**config.mk**
```make
export PLATFORM = sky130hd
export DESIGN_NAME = core_mem_arbiter
export DESIGN_NICKNAME = d
export VERILOG_FILES = /design/src/rtl/core_mem_pkg.sv /design/src/rtl/core_mem_arbiter.sv
export SDC_FILE = /design/constraint.sdc
export NUM_CORES = 1
export LEC_CHECK = 0
export BUFFER_PORTS_ARGS = -buffer_cell sky130_fd_sc_hd__buf_4
export CAP_MARGIN = 15
export CORE_MARGIN = 3
export CORE_UTILIZATION = 34
export DETAILED_ROUTE_END_ITERATION = 12
export PLACE_DENSITY = 0.84
export SKIP_LAST_GASP = 1
export SLEW_MARGIN = 30
export SYNTH_ARGS = -nofsm -noshare
export SYNTH_HDL_FRONTEND = slang
export SYNTH_SLANG_ARGS = --single-unit
```
**constraint.sdc**
```tcl
create_clock -name clk -period 2.5 [get_ports clk]
set_input_delay 0.25 -clock clk [delete_from_list [all_inputs] [get_ports clk]]
set_output_delay 0.25 -clock clk [all_outputs]
set_load 0.005 [all_outputs]
```
**src/rtl/core_mem_pkg.sv**
```systemverilog
// Shared types and default sizes for the Core's memory arbiter.
// The owner enum tags which requester a read response belongs to.
package core_mem_pkg;

  localparam int CORE_ADDR_W   = 16;
  localparam int CORE_DATA_W   = 16;
  localparam int CORE_MAX_WAIT = 4;

  typedef enum logic [1:0] {
    OWN_NONE = 2'd0,
    OWN_IF   = 2'd1,
    OWN_LS   = 2'd2
  } owner_e;

endpackage

```
**src/rtl/core_mem_arbiter.sv**
```systemverilog
// Shares one single-port synchronous memory between instruction fetch and load/store.
// Load/store has fixed priority; fetch is forced through after MAX_WAIT denied cycles.
module core_mem_arbiter
  import core_mem_pkg::*;
#(
  parameter int ADDR_W   = CORE_ADDR_W,
  parameter int DATA_W   = CORE_DATA_W,
  parameter int MAX_WAIT = CORE_MAX_WAIT
) (
  input  logic              clk,
  input  logic              rst_n,

  input  logic              if_req,
  input  logic [ADDR_W-1:0] if_addr,
  output logic              if_gnt,
  output logic              if_rvalid,
  output logic [DATA_W-1:0] if_rdata,

  input  logic              ls_req,
  input  logic              ls_we,
  input  logic [ADDR_W-1:0] ls_addr,
  input  logic [DATA_W-1:0] ls_wdata,
  output logic              ls_gnt,
  output logic              ls_rvalid,
  output logic [DATA_W-1:0] ls_rdata,

  output logic              mem_en,
  output logic              mem_we,
  output logic [ADDR_W-1:0] mem_addr,
  output logic [DATA_W-1:0] mem_wdata,
  input  logic [DATA_W-1:0] mem_rdata
);

  localparam int CNT_W = $clog2(MAX_WAIT + 1);

  owner_e           owner_q, owner_d;
  logic [CNT_W-1:0] starveCnt_q, starveCnt_d;
  logic             forceIf;

  // Grants are qualified with rst_n so nothing reaches memory while reset is held.
  always_comb begin
    forceIf = (starveCnt_q == CNT_W'(MAX_WAIT));
    if_gnt  = rst_n & if_req & (~ls_req | forceIf);
    ls_gnt  = rst_n & ls_req & ~(if_req & forceIf);
  end

  always_comb begin
    mem_en    = if_gnt | ls_gnt;
    mem_we    = ls_gnt & ls_we;
    mem_addr  = '0;
    mem_wdata = '0;
    if (if_gnt) begin
      mem_addr = if_addr;
    end else if (ls_gnt) begin
      mem_addr  = ls_addr;
      mem_wdata = ls_wdata;
    end
  end

  always_comb begin
    owner_d = OWN_NONE;
    if (if_gnt) begin
      owner_d = OWN_IF;
    end else if (ls_gnt && !ls_we) begin
      owner_d = OWN_LS;
    end
  end

  // Saturating count of consecutive cycles where fetch asked and lost.
  always_comb begin
    starveCnt_d = '0;
    if (if_req && !if_gnt) begin
      if (starveCnt_q == CNT_W'(MAX_WAIT)) begin
        starveCnt_d = starveCnt_q;
      end else begin
        starveCnt_d = starveCnt_q + CNT_W'(1);
      end
    end
  end

  always_ff @(posedge clk or negedge rst_n) begin
    if (!rst_n) begin
      owner_q     <= OWN_NONE;
      starveCnt_q <= '0;
    end else begin
      owner_q     <= owner_d;
      starveCnt_q <= starveCnt_d;
    end
  end

  assign if_rvalid = (owner_q == OWN_IF);
  assign ls_rvalid = (owner_q == OWN_LS);
  assign if_rdata  = mem_rdata;
  assign ls_rdata  = mem_rdata;

endmodule

```
Word level (Yosys, flattened, before mapping)
Cells that the tools add are included.

Output and inout bits: 70. Bits in latches: 0. ROM bits: 0. RAM bits: 0. Register bits: 5. Memories: 0. Input port bits: 69. Logic and storage cells: 29.

Shift-type cells: 0. Div/mod/pow operators: 0. Multiply operators: 0. Bitwise operators: 10. Equality and inequality tests: 4. Reductions and logical operators: 4. $add $sub $neg: 1. Magnitude comparators: 0. Mux-type cells: 8.

Operators with widths (number): 16-bit two-way mux (4); 1-bit AND (6); 3-bit two-way mux (2); 2-bit two-way mux (2); 3-bit by 1-bit adder with 3-bit output (second input constant) (1); 3-bit == test (second input constant) (1); 2-bit by 1-bit == test with 1-bit output (second input constant) (1); 2-bit == test (second input constant) (1); 1-bit logical AND (2); 1-bit logical NOT (2); 2-bit inequality test (second input constant) (1); 1-bit NOT (2); 1-bit bitwise OR (2).

Logic depth before layout (Yosys ltp)
Gate-level depths: netlist of the first run.

Depth in word-level cells: 7. Gate-level depth with buffers: 6. Mapped depth without buffers: 4.

Least setup slack after synthesis of the first run
OpenSTA, ideal clock, no wires.

Path type: reg-to-output. Start: register starveCnt_q[0]. End: output mem_addr[10]. Cell stages (with the launch flop): 7. Required time: 2.250 ns. Slack: 0.987 ns. Path buffers: 2. Data arrival time: 1.263 ns. Path through: dfrtp_1 -> inv_1 -> ha_1 -> and3_1 -> buf_6 -> buf_12 -> o22ai_2.

Cells in the longest elaborated chain, start to end: 6. Elaborated cells on any way between the ends: 8. Classes of those cells: 1 x eq/ne; 2 x mux; 5 x bitwise.

Ends and longest elaborated chain: start: declaration (line core_mem_arbiter.sv:37) `logic [CNT_W-1:0] starveCnt_q, starveCnt_d;`; start signal: assignment (line core_mem_arbiter.sv:87) `starveCnt_q <= starveCnt_d;`; 3-bit == test * (line core_mem_arbiter.sv:42) `forceIf = (starveCnt_q == CNT_W'(MAX_WAIT));`; 1-bit AND (line core_mem_arbiter.sv:44) `ls_gnt = rst_n & ls_req & ~(if_req & forceIf);`; 1-bit NOT (line core_mem_arbiter.sv:44); 1-bit AND (line core_mem_arbiter.sv:44); 16-bit two-way mux (line core_mem_arbiter.sv:54) `end else if (ls_gnt) begin`; 16-bit two-way mux * (line core_mem_arbiter.sv:52) `if (if_gnt) begin`; end: declaration (line core_mem_arbiter.sv:29) `output logic [ADDR_W-1:0] mem_addr,`.

Every way passes the cells marked *; elsewhere a longest branch is shown, timed or not.

Final worst setup path of the first run
Start: input rst_n. End: output mem_wdata[11].

Cells in the longest elaborated chain, start to end: 4. Elaborated cells on any way between the ends: 6. Classes of those cells: 2 x mux; 4 x bitwise.

Ends and longest elaborated chain: start: declaration (line core_mem_arbiter.sv:11) `input logic rst_n,`; 1-bit AND (2 in a row) (line core_mem_arbiter.sv:44); 16-bit two-way mux (line core_mem_arbiter.sv:54); 16-bit two-way mux * (line core_mem_arbiter.sv:52); end: declaration (line core_mem_arbiter.sv:30) `output logic [DATA_W-1:0] mem_wdata,`.

Marked as above.

==> impl_metrics.json, run 1 <==
{
  "p_sw_frac": 0.3086,
  "multi_input_area_sq_um": 598.1,
  "synth_top_family_by_area": "simple AND/OR/NAND/NOR gates",
  "drc": 0,
  "antennaDiodeCount": 0,
  "r2r-start": "starveCnt_q[0]",
  "hp-class": "in -> reg",
  "cts_tree": "done",
  "synthAdderAreaFrac": 0.02347,
  "ys_seq_elements": 5,
  "post-route-util": 0.5250,
  "p_total_uw": 389.6,
  "synth_compound_area_frac": 0.1937,
  "yosysWarnings": 0,
  "yosysSeqAreaShare": 0.1174,
  "critical_path.max_fanout": 43,
  "num_rows": 19,
  "grt_pass1_vias": 1038,
  "endpoint_kind": "primary output",
  "comb_power_share": 0.521,
  "finalSetupTns_ns": 0,
  "drive_above_1_share": 0.5492,
  "clk_pin_slew_worst_paths_ns": 0.05,
  "grtUsageTotal": 0.1654,
  "first_pass_iters": 4,
  "ff_latch_area_sq_um": 125.1,
  "crit_path_start": "rst_n",
  "nNetsFinal": 265,
  "dr.first_iter.drc_count": 35,
  "die-area_sq_um": 3843,
  "seqPwrFrac": 0.230,
  "ant_nets": 0,
  "r2r_slack_ns": 0.98,
  "period_share": 0.8731,
  "power_density_nw_per_um2": 258.0,
  "antenna_found_initial": 0,
  "peakVddDrop_mv": 0.1512,
  "clockBufferDepth": 2,
  "clock_latency_ns": 0.25,
  "async_flop_share": 1.000,
  "cts-buffers-inserted": 3,
  "syn_inst": 141,
  "synth-edff-count": 0,
  "cts_num_sinks": 5,
  "synth-xor-area-share": 0,
  "critPathRequiredTime_ns": 2.25,
  "placed_area_sq_um": 1474,
  "yosys.area.top_type": "buf_4",
  "overflow": 0,
  "area_delta_synth_final_pct": 41.67,
  "hold_path_startpoint": "ls_we",
  "startpoint_type": "input pin",
  "crit_type": "in -> out",
  "drt-total-wl_microns": 3237,
  "die_w_microns": 62.00,
  "switchingPower_uw": 120.2,
  "clock-root-buffer": "clkbuf_4",
  "setup_viol": 0,
  "via_per_inst": 4.996,
  "grt_pass1_wl_microns": 4740,
  "start_util": 0.3706,
  "port_buffers": 90,
  "internal_power_uw": 269.4,
  "post-route-min-period_ns": 2.183,
  "htreeDepth": 1,
  "dp_cells": 230,
  "grt_start_max_net_pins": 44,
  "dpl.hpwl_microns": 2517,
  "synth-simple-area-share": 0.3439,
  "maxSlewHeadroom": 0.7262,
  "synth_top_area_share": 0.2394,
  "worst_pin_slew_ns": 0.4107,
  "synthMuxAreaShare": 0,
  "io-pin-count": 139,
  "critical_path_arrival_ns": 1.93,
  "clock_skew_ns": 0.002785,
  "wl_per_cell_microns": 13.77,
  "post_cts_buffers": 0,
  "synthFlopType": "dfrtp_1",
  "status": "complete, no violations",
  "pwr-share-clk": 0.249,
  "syn_nets": 212,
  "synthTopCellsByArea": "buf_4, nand3_1, dfrtp_1",
  "drv_cap": 0,
  "core_area_sq_um": 2877,
  "place_congestion": 0.7289,
  "drv_slew": 0,
  "synth.avg_cell_area_sq_um": 7.560,
  "p_leak_nw": 0.8081,
  "route.vias.total": 1174,
  "final_common_cell": "buf_4",
  "fmax_mhz": 458.1,
  "ys_types": 25,
  "finalHoldViolCount": 0,
  "die_h_microns": 62.00,
  "finalInstanceArea_sq_um": 1510,
  "stdcell_count": 235,
  "synth.cell_area_sq_um": 1066,
  "final_cell_mix": "buf_4, nand3_1, and3_1, o22ai_2, o22ai_1",
  "grt_setup_unrepaired": "no",
  "n_fill_cell": 287
}
==> final timing paths <==
| kind | endpoint | depth (start not counted) |
|---|---|---|
| max | mem_wdata[11] | 5 |
| min | owner_q[1] | 2 |
| max reg2reg | starveCnt_q[2] | 5 |
| min reg2reg | starveCnt_q[1] | 1 |
| max in group asynchronous | starveCnt_q[1] | 2 |
| min in group asynchronous | owner_q[1] | 2 |
==> layout make-up <==
cell class / count / area share
multi-input combinational: 89 / 0.3960
sequential: 5 / 0.08285
inverter: 2 / 0.004971
tap: 42 / 0.03480
clock buffer: 4 / 0.01740
timing repair buffer: 93 / 0.4640
==> cell families after synthesis <==
family / after synthesis
flip-flops: 5
AND/OR/NAND/NOR: 65
adder cells (fa/ha/maj): 2
buffers and inverters: 47
AO/OA/AOI/OAI: 22
==> worst max-delay path: stages <==
cell and delay [ns]:
dlygate4sd3_1 0.53, buf_4 0.36, and2_1 0.44, and3_1 0.23
buf_4 0.11
==> synthesized netlist by cell type, types with 2 or more instances <==
cell type and instances:
and2_1 2, inv_1 2, ha_1 2, and3_1 18, nand3_1 32, buf_4 34, o22ai_2 8, clkbuf_1 2
buf_6 2, nand2_1 3, nor2b_1 3, o21a_1 2, buf_2 6, dfrtp_1 5, nor2_1 2, a32o_1 2
o22ai_1 8
==> routing by layer <==
layer | up-vias | track usage | routed length [microns] | part of all wire
li1 | 583 | - | - | -
met1 | 518 | 0.1901 | 1154 | 0.36
met2 | 65 | 0.2840 | 1709 | 0.53
met3 | 8 | 0.06405 | 334 | 0.10
met4 | 0 | 0.04545 | 39 | 0.012
met5 | - | 0 | 0 | 0
==> power by group through the flow <==
stage / sequential [mW] / combinational [mW] / clock, mW
global route: 0.0900 / 0.222 / 0.108
detailed placement: 0.0907 / 0.203 / 0
CTS: 0.0895 / 0.205 / 0.102
global placement: 0.0905 / 0.200 / 0
finish: 0.0896 / 0.203 / 0.0971
floorplan: 0.0901 / 0.131 / 0
==> sequential cells by signal, indices dropped and copies added (netlist names) <==
| register | count |
|---|---|
| starveCnt_q | 3 |
| owner_q | 2 |
==> repair_timing <==
| item | in CTS | in global routing |
|---|---|---|
| hold buffers | 1 | 0 |
| gates resized for setup | 0 | 0 |
| hold endpoints to repair | 5 | 0 |
| setup endpoints to repair | 0 | 0 |
==> stage by stage <==
stage          hold slack [ns]  setup WS (ns)
3_5_place_dp            0.1943         0.5814
2_1_floorplan         -0.04559         0.9867
3_3_place_gp            0.1917         0.6272
4_1_cts                 0.1567         0.3062
6_report                0.1633         0.3172
5_1_grt                 0.1474         0.1760
(Power assumes the default switching activity.)
==> run 2, diff against run 1 <==
--- a/config.mk
+++ b/config.mk
@@ -8,9 +8,9 @@
 export BUFFER_PORTS_ARGS = -buffer_cell sky130_fd_sc_hd__buf_4
 export CAP_MARGIN = 15
 export CORE_MARGIN = 3
-export CORE_UTILIZATION = 34
+export CORE_UTILIZATION = 32
 export DETAILED_ROUTE_END_ITERATION = 12
-export PLACE_DENSITY = 0.84
+export PLACE_DENSITY = 0.79
 export SKIP_LAST_GASP = 1
 export SLEW_MARGIN = 30
 export SYNTH_ARGS = -nofsm -noshare
==> constraint.sdc (replaced) <==
create_clock -name clk -period 2.45 [get_ports clk]
set_input_delay 0.245 -clock clk [delete_from_list [all_inputs] [get_ports clk]]
set_output_delay 0.245 -clock clk [all_outputs]
set_load 0.005 [all_outputs]
==> run 2 against run 1 <==
Register-to-register slack worse by 0.06 ns. Routed wire length decreased by 3.8%. Sequential cell count stayed put. Critical path depth stayed put. Final cell count increased by 0.85%. Global-route usage fell by 1.6 points. Clock skew is 0.0027 ns higher. Count of clock-buffer cells in the layout is the same. Critical path type unchanged.
==> impl_metrics.json, run 2 (synthesized netlist as in run 1, its figures left out) <==
{
  "fmax_mhz": 452.9,
  "finalInstanceArea_sq_um": 1513,
  "critical_path.max_fanout": 43,
  "reg2regPathDepth": 5,
  "status": "complete, no violations",
  "finalHoldViolCount": 0,
  "grt_start_max_net_pins": 44,
  "place_congestion": 0.7326,
  "die_h_microns": 63.72,
  "clock_skew_ns": 0.005464,
  "cp_num_cells": 5,
  "crit_top_cell": "buf_4",
  "nNetsFinal": 265,
  "cp.buffers_inverters": 3,
  "io-pin-count": 139,
  "r2r-start": "starveCnt_q[0]",
  "period_share": 0.9011,
  "final_cell_mix": "buf_4, nand3_1, and3_1, o22ai_2, o22ai_1",
  "endpoint": "mem_wdata[12]",
  "regMostFlops": "starveCnt_q",
  "largest_reg_flops": 3,
  "hp-class": "in -> reg",
  "num_rows": 20,
  "die-area_sq_um": 4060,
  "placed_area_sq_um": 1476,
  "die_w_microns": 63.72,
  "cts-buffers-inserted": 3,
  "htreeDepth": 1,
  "finalSetupTns_ns": 0,
  "grt_pass1_wl_microns": 5037,
  "drv_slew": 0,
  "route.vias.total": 1132,
  "stdcell_count": 237,
  "r2r_end": "owner_q[1]",
  "ant_nets": 0,
  "peakVddDrop_mv": 0.1132,
  "port_buffers": 90,
  "drv_cap": 0,
  "area_delta_synth_final_pct": 41.90,
  "final_common_cell": "buf_4",
  "clockBufferDepth": 2,
  "setup_viol": 0,
  "post_cts_buffers": 0,
  "clk_pin_slew_worst_paths_ns": 0.04,
  "critPathRequiredTime_ns": 2.20,
  "cts_tree": "done",
  "endpoint_kind": "primary output",
  "crit_type": "in -> out",
  "cts_resized": 0,
  "antenna_found_initial": 0,
  "grt_pass1_vias": 1083,
  "r2r_slack_ns": 0.92,
  "startpoint_type": "input pin",
  "start_util": 0.3435,
  "clock_latency_ns": 0.24,
  "cp_top_family": "buffers and inverters",
  "worst_path_max_delay_cell": "dlygate4sd3_1",
  "ff_latch_area_sq_um": 125.1,
  "overflow": 0,
  "clock-root-buffer": "clkbuf_4",
  "via_per_inst": 4.776,
  "worst_pin_slew_ns": 0.4486,
  "drc": 0,
  "crit_path_start": "rst_n",
  "first_pass_iters": 4,
  "antennaDiodeCount": 0,
  "drive_above_1_share": 0.5492,
  "post-route-min-period_ns": 2.208,
  "dpl.hpwl_microns": 2476,
  "worstPathCellList": "dlygate4sd3_1 > buf_4 > and2_1 > and3_1 > buf_4",
  "wl_per_cell_microns": 13.14,
  "dr.first_iter.drc_count": 57,
  "critical_path_arrival_ns": 1.96,
  "dp_cells": 232,
  "drt-total-wl_microns": 3115,
  "cp_slowest_stage_delay_ns": 0.54,
  "top_regs": "starveCnt_q (3), owner_q (2)",
  "n_fill_cell": 338,
  "grt_setup_unrepaired": "no",
  "core_area_sq_um": 3103,
  "cts_num_sinks": 5,
  "p_leak_nw": 0.8081,
  "maxSlewHeadroom": 0.6992,
  "multi_input_area_sq_um": 598.1,
  "power_density_nw_per_um2": 259.4,
  "grtUsageTotal": 0.1490
}
run 2: cell counts in the layout (fill, tap and decap cells not counted):
No cell type changed its count.
run 2: routing by layer:
layer / track usage / wire (microns)
met2: 0.2751 / 1653
met3: 0.04813 / 184
met4: 0.01348 / 6
met1: 0.1713 / 1270
met5: 0 / 0
run 2: final cells by class:
class | instances | area share
clock buffer | 4 | 0.01737
tap | 44 | 0.03639
inverter | 2 | 0.004963
sequential | 5 | 0.08271
timing repair buffer | 93 | 0.4632
multi-input combinational | 89 | 0.3954
run 2: repair_timing:
item / 4_1_cts / 5_1_grt
hold buffers: 1 / 0
setup endpoints to repair: 0 / 0
endpoints found under the hold margin: 5 / 0
run 2: worst reg2reg max path, cell delays in order, from the launching register on:
cell and delay [ns]:
dfrtp_1 0.41, inv_1 0.07, ha_1 0.25, and3_1 0.37, buf_4 0.27, nor3_2 0.05
run 2: stage by stage:
stage	utilization	hold slack [ns]	power [mW]	setup slack, ns
final	0.4875	0.1773	0.3924	0.2422
after global routing	0.4875	0.1660	0.4261	0.1096
after floorplan	-	-0.05059	0.2254	0.9417
after detailed placement	0.4758	0.1904	0.3002	0.5940
after CTS	0.4875	0.1711	0.4008	0.2612
after global placement	0.4758	0.1853	0.2968	0.6432
run 2: worst min-delay path by stage:
stage / start / end / slack, ns / cells past startpoint
floorplan: rst_n / owner_q[0] / -0.05 / 0
global placement: rst_n / owner_q[0] / 0.19 / 1
detailed placement: rst_n / owner_q[1] / 0.19 / 1
CTS: ls_we / owner_q[1] / 0.17 / 2
global route: ls_we / owner_q[1] / 0.17 / 2
finish: ls_we / owner_q[1] / 0.18 / 2
run 2: where the power goes:
part           internal, mW  switching [mW]
registers            0.0875         0.00432
logic                 0.126          0.0808
clock network        0.0615          0.0326
total                 0.275           0.118
